==> config.mk <==
export PLATFORM = sky130hd
export DESIGN_NAME = countdown_timer
export DESIGN_NICKNAME = d
export VERILOG_FILES = /design/src/rtl/countdown_timer.sv
export SDC_FILE = /design/constraint.sdc
export NUM_CORES = 1
export LEC_CHECK = 0
export ABC_AREA = 1
export CORE_MARGIN = 10
export CORE_UTILIZATION = 53
export DETAILED_ROUTE_END_ITERATION = 12
export HOLD_SLACK_MARGIN = 0.05
export PLACE_DENSITY = 0.86
export SETUP_SLACK_MARGIN = 0.5
export SYNTH_ARGS = -nofsm -noshare
export SYNTH_HDL_FRONTEND = slang
export SYNTH_SLANG_ARGS = --single-unit
==> constraint.sdc <==
create_clock -name clk -period 4.1 [get_ports clk]
set_clock_uncertainty 0.15 [all_clocks]
set_input_delay 0.41 -clock clk [delete_from_list [all_inputs] [get_ports clk]]
set_output_delay 0.41 -clock clk [all_outputs]
set_load 0.005 [all_outputs]
==> src/rtl/countdown_timer.sv <==
// countdown_timer: mm:ss down-counter clocked on clk and advanced by a 1 Hz tick enable.
// It is loaded with a preset and started or paused with a toggle.
// Expiry shows as a level `done` and a one-cycle `alarm` pulse.
// `running` and `done` decode directly from the state register.
module countdown_timer #(
   parameter int MAX_MIN = 59
) (
   input  logic       clk,
   input  logic       reset,
   input  logic       tick,
   input  logic       load,
   input  logic [5:0] load_min,
   input  logic [5:0] load_sec,
   input  logic       start,
   output logic [5:0] min,
   output logic [5:0] sec,
   output logic       running,
   output logic       done,
   output logic       alarm
);

   localparam logic [5:0] MAX_MIN_V = 6'(MAX_MIN);
   localparam logic [5:0] MAX_SEC_V = 6'd59;

   typedef enum logic [1:0] {
      IDLE   = 2'd0,
      RUN    = 2'd1,
      PAUSED = 2'd2,
      DONE   = 2'd3
   } state_t;

   state_t     state_q, state_d;
   logic [5:0] min_q, min_d;
   logic [5:0] sec_q, sec_d;
   logic       alarm_q, alarm_d;

   // Decremented count, used only when a tick is applied in RUN
   logic [5:0] dec_min, dec_sec;
   logic       count_zero;

   // One-second decrement with a borrow from minutes; zero is checked first so nothing underflows
   always_comb begin
      dec_min = min_q;
      dec_sec = sec_q;
      if (sec_q != 6'd0) begin
         dec_sec = sec_q - 6'd1;
      end else if (min_q != 6'd0) begin
         dec_min = min_q - 6'd1;
         dec_sec = MAX_SEC_V;
      end
      count_zero = (min_q == 6'd0) && (sec_q == 6'd0);
   end

   // Next state and next count, with event priority load > start > tick
   always_comb begin
      state_d = state_q;
      min_d   = min_q;
      sec_d   = sec_q;
      alarm_d = 1'b0;
      if (load) begin
         min_d   = (load_min > MAX_MIN_V) ? MAX_MIN_V : load_min;
         sec_d   = (load_sec > MAX_SEC_V) ? MAX_SEC_V : load_sec;
         state_d = IDLE;
      end else if (start) begin
         unique case (state_q)
            IDLE, PAUSED: begin
               if (!count_zero) begin
                  state_d = RUN;
               end
            end
            RUN: begin
               state_d = PAUSED;
            end
            DONE: begin
               state_d = IDLE;
               min_d   = 6'd0;
               sec_d   = 6'd0;
            end
            default: begin
               state_d = IDLE;
            end
         endcase
      end else if (tick && (state_q == RUN)) begin
         min_d = dec_min;
         sec_d = dec_sec;
         if ((dec_min == 6'd0) && (dec_sec == 6'd0)) begin
            state_d = DONE;
            alarm_d = 1'b1;
         end
      end
   end

   // State, count and alarm registers with synchronous reset
   always_ff @(posedge clk) begin
      if (reset) begin
         state_q <= IDLE;
         min_q   <= 6'd0;
         sec_q   <= 6'd0;
         alarm_q <= 1'b0;
      end else begin
         state_q <= state_d;
         min_q   <= min_d;
         sec_q   <= sec_d;
         alarm_q <= alarm_d;
      end
   end

   assign min     = min_q;
   assign sec     = sec_q;
   assign running = (state_q == RUN);
   assign done    = (state_q == DONE);
   assign alarm   = alarm_q;

endmodule

==> metrics <==
run status=finished clean; clk buf depth=2; crit-path leading delay family=simple AND/OR/NAND/NOR gates; vias in the first global route=approximately 1.3k; FF+latch count, synth=15; Startpoint Class=input pin; max cap viols=0; Tmin final=~2.5 ns; DR WL/cell=between 10 and 15 µm; Syn Nets=230; Crit. path cell count=5; post-synthesis cell count=210; Row Count=17; Overall Power=between 0.4 and 0.5 mW; Critical R2R Launch=sec[0]; worst vdd ir=0.178 mV; FMAX=0.400 GHz; min-delay worst type=reg2reg; clk root buf=clkbuf_4; Final Max Slew Viols=0; area leader, netlist=dfxtp_1; Die Wd=between 60 and 70 µm; Total GRT Usage=0.130; crit path DAT=roughly 2.5 ns; CTS tree=built; Lkg Pwr=~0.74 nW; I/O pins=32; Final setup viols=0; CP Buf/Inv Count=1; crit path cell chain=clkdlybuf4s50_1, nor2_1, a21oi_2, o21ai_0, a31oi_1; cell area after synthesis=roughly 1300 µm²; CTS resizes=0; Slew HR=0.439; Worst EP required=4.07 ns; Clock Latency Late Sink=~0.28 ns; max layer used=met4; CTS Buf Count=3; Hold Violations, Final=0; R2R depth=14; final WL=approximately 3.3 mm; Synth-to-Final Area Change=26.2%; Inserted Diodes=0; proportion of layout cells with a drive suffix above 1=0.109; Area contributors post-synth=dfxtp_1 23%, nand2_1 16%, inv_1 8.8%, a31oi_1 5.9%, o21ai_0 5.9%; Die H=roughly 70 µm; via count=roughly 1.4k; core area=between 2000 and 2500 µm²; port bufs=31; wire length on met2=between 1.5 and 2 mm; HPWL after DPL=2.67 mm; sequential share of power=0.359; pwr/cell area=~310 nW/µm²; CTS Sinks=15; min-delay src=state_q[1]; Switch Pwr=approximately 0.20 mW; Initial Utilization=0.568; GP Congestion=0.804; global-route wire length before repair=between 5 and 6 mm; Avg Inst Size Synth=a little over 6 µm²; CP endpoint=sec[2]; crit path from=load; Cell variety after synth=29; DR iter-0 viols=roughly 130; Cell Int Power=roughly 0.3 mW; r2r setup slk=between 1.5 and 2 ns; largest net degree at the start of global routing=25; CP max stage delay=around 0.71 ns; TritonRoute pass-1 iters=4; CP Max Fanout=24; Met1 Wirelength=~1.5 mm; crit end category=register; nets@finish=roughly 260; Slew @ Worst Pin=0.841 ns; CP max stage cell=nor2_1; Logic pwr share=0.468; Setup Fix Bufs, Post-CTS=0; yosys warns=0; Worst R2R End=state_q[1]; H-tree depth=1; Sw Ratio=0.410; Post-CTS Hold Fix Bufs=0; RSZ-0062 raised after global routing=false; clock slew at reported path FFs=around 0.09 ns; Die Area=between 4000 and 5000 µm²; clock share of power=0.172; critical setup path kind=in2reg; antenna-violating nets left=0; via-per-instance ratio=between 5 and 6; Seq/Total Area, Yosys=0.234; fillers=between 200 and 250; total grt overflow=0; # DRC=0; period utilization=0.609; setup_tns=0 ns; WL met3=roughly 240 µm; Yosys top cell area share=0.234; initial antenna violation count=0
==> worst min-delay path by stage <==
stage | to | slack (ns) | cells after the start
3_5_place_dp | state_q[1] | 0.33 | 2
2_1_floorplan | state_q[1] | 0.30 | 2
6_report | state_q[1] | 0.35 | 2
3_3_place_gp | state_q[1] | 0.32 | 2
5_1_grt | state_q[1] | 0.39 | 2
4_1_cts | state_q[1] | 0.34 | 2
==> final cells by class <==
type / instances / area, µm² / area share
Sequential cell: 15 / 300 / 0.186
Tap cell: 28 / 35.0 / 0.0217
Inverter: 33 / 126 / 0.0782
Timing Repair Buffer: 31 / 310 / 0.192
Clock buffer: 4 / 26.3 / 0.0163
Multi-Input combinational cell: 155 / 818 / 0.506
==> placed cells by master, fill, tap and decap left out, drive strengths merged <==
master	synthesis	routed
xor2	2	2
dfxtp	15	15
o21ai	20	20
nand3	16	16
nor4	2	2
nand2	62	62
a21oi	3	3
ha	3	3
nand4	6	6
nor2	24	24
nand3b	1	1
o31ai	1	1
clkdlybuf4s50	0	31
nor3	3	3
a31oi	12	12
inv	33	33
clkbuf	3	4
==> cells in the mapped netlist (all sizes together) <==
library cell	count
nand4	6
a21oi	3
clkbuf	3
nand3b	1
nor4	2
inv	33
nand3	16
nor3	3
ha	3
xor2	2
a31oi	12
dfxtp	15
o21ai	20
buf	4
o31ai	1
nand2	62
nor2	24
==> per-layer routing <==
layer	GRT usage	vias up
met5	0	-
met4	0.0421	0
met3	0.0300	5
met2	0.208	51
met1	0.165	632
li1	-	738
==> flip-flops by register name (all words and copies together), names as in the netlist <==
| register | count |
|---|---|
| min | 6 |
| alarm | 1 |
| state_q | 2 |
| sec | 6 |
==> power groups by stage <==
stage / clock network, mW / logic, mW / registers (mW)
6_report: 0.0851 / 0.231 / 0.178
5_1_grt: 0.0931 / 0.260 / 0.180
4_1_cts: 0.0859 / 0.231 / 0.177
3_5_place_dp: 0 / 0.230 / 0.181
3_3_place_gp: 0 / 0.227 / 0.180
2_1_floorplan: 0 / 0.164 / 0.177
==> cell families after synthesis <==
logic type,share of synthesized area
simple gates,0.430
compound gates,0.166
flops,0.234
fa+ha+maj,0.0293
xor+xnor,0.0137
buf+inv,0.127
==> per-stage QoR <==
step	std cells	instance area, µm²	worst slack [ns]	hold slack, ns	util
final	266	1620	1.60	0.346	0.717
after global routing	266	1620	1.37	0.385	0.717
after CTS	266	1620	1.64	0.340	0.717
after detailed placement	262	1590	1.34	0.328	0.705
after global placement	262	1590	1.42	0.319	0.705
after floorplan	210	1280	2.21	0.304	-
==> tightest hold or removal path, delay by kind of cell (launching register included) <==
| family | cells | cell delay [ns] |
|---|---|---|
| compound gates | 1 | 0.05 |
| buf+inv | 1 | 0.07 |
| flops | 1 | 0.34 |
(Power assumes the default switching activity.)
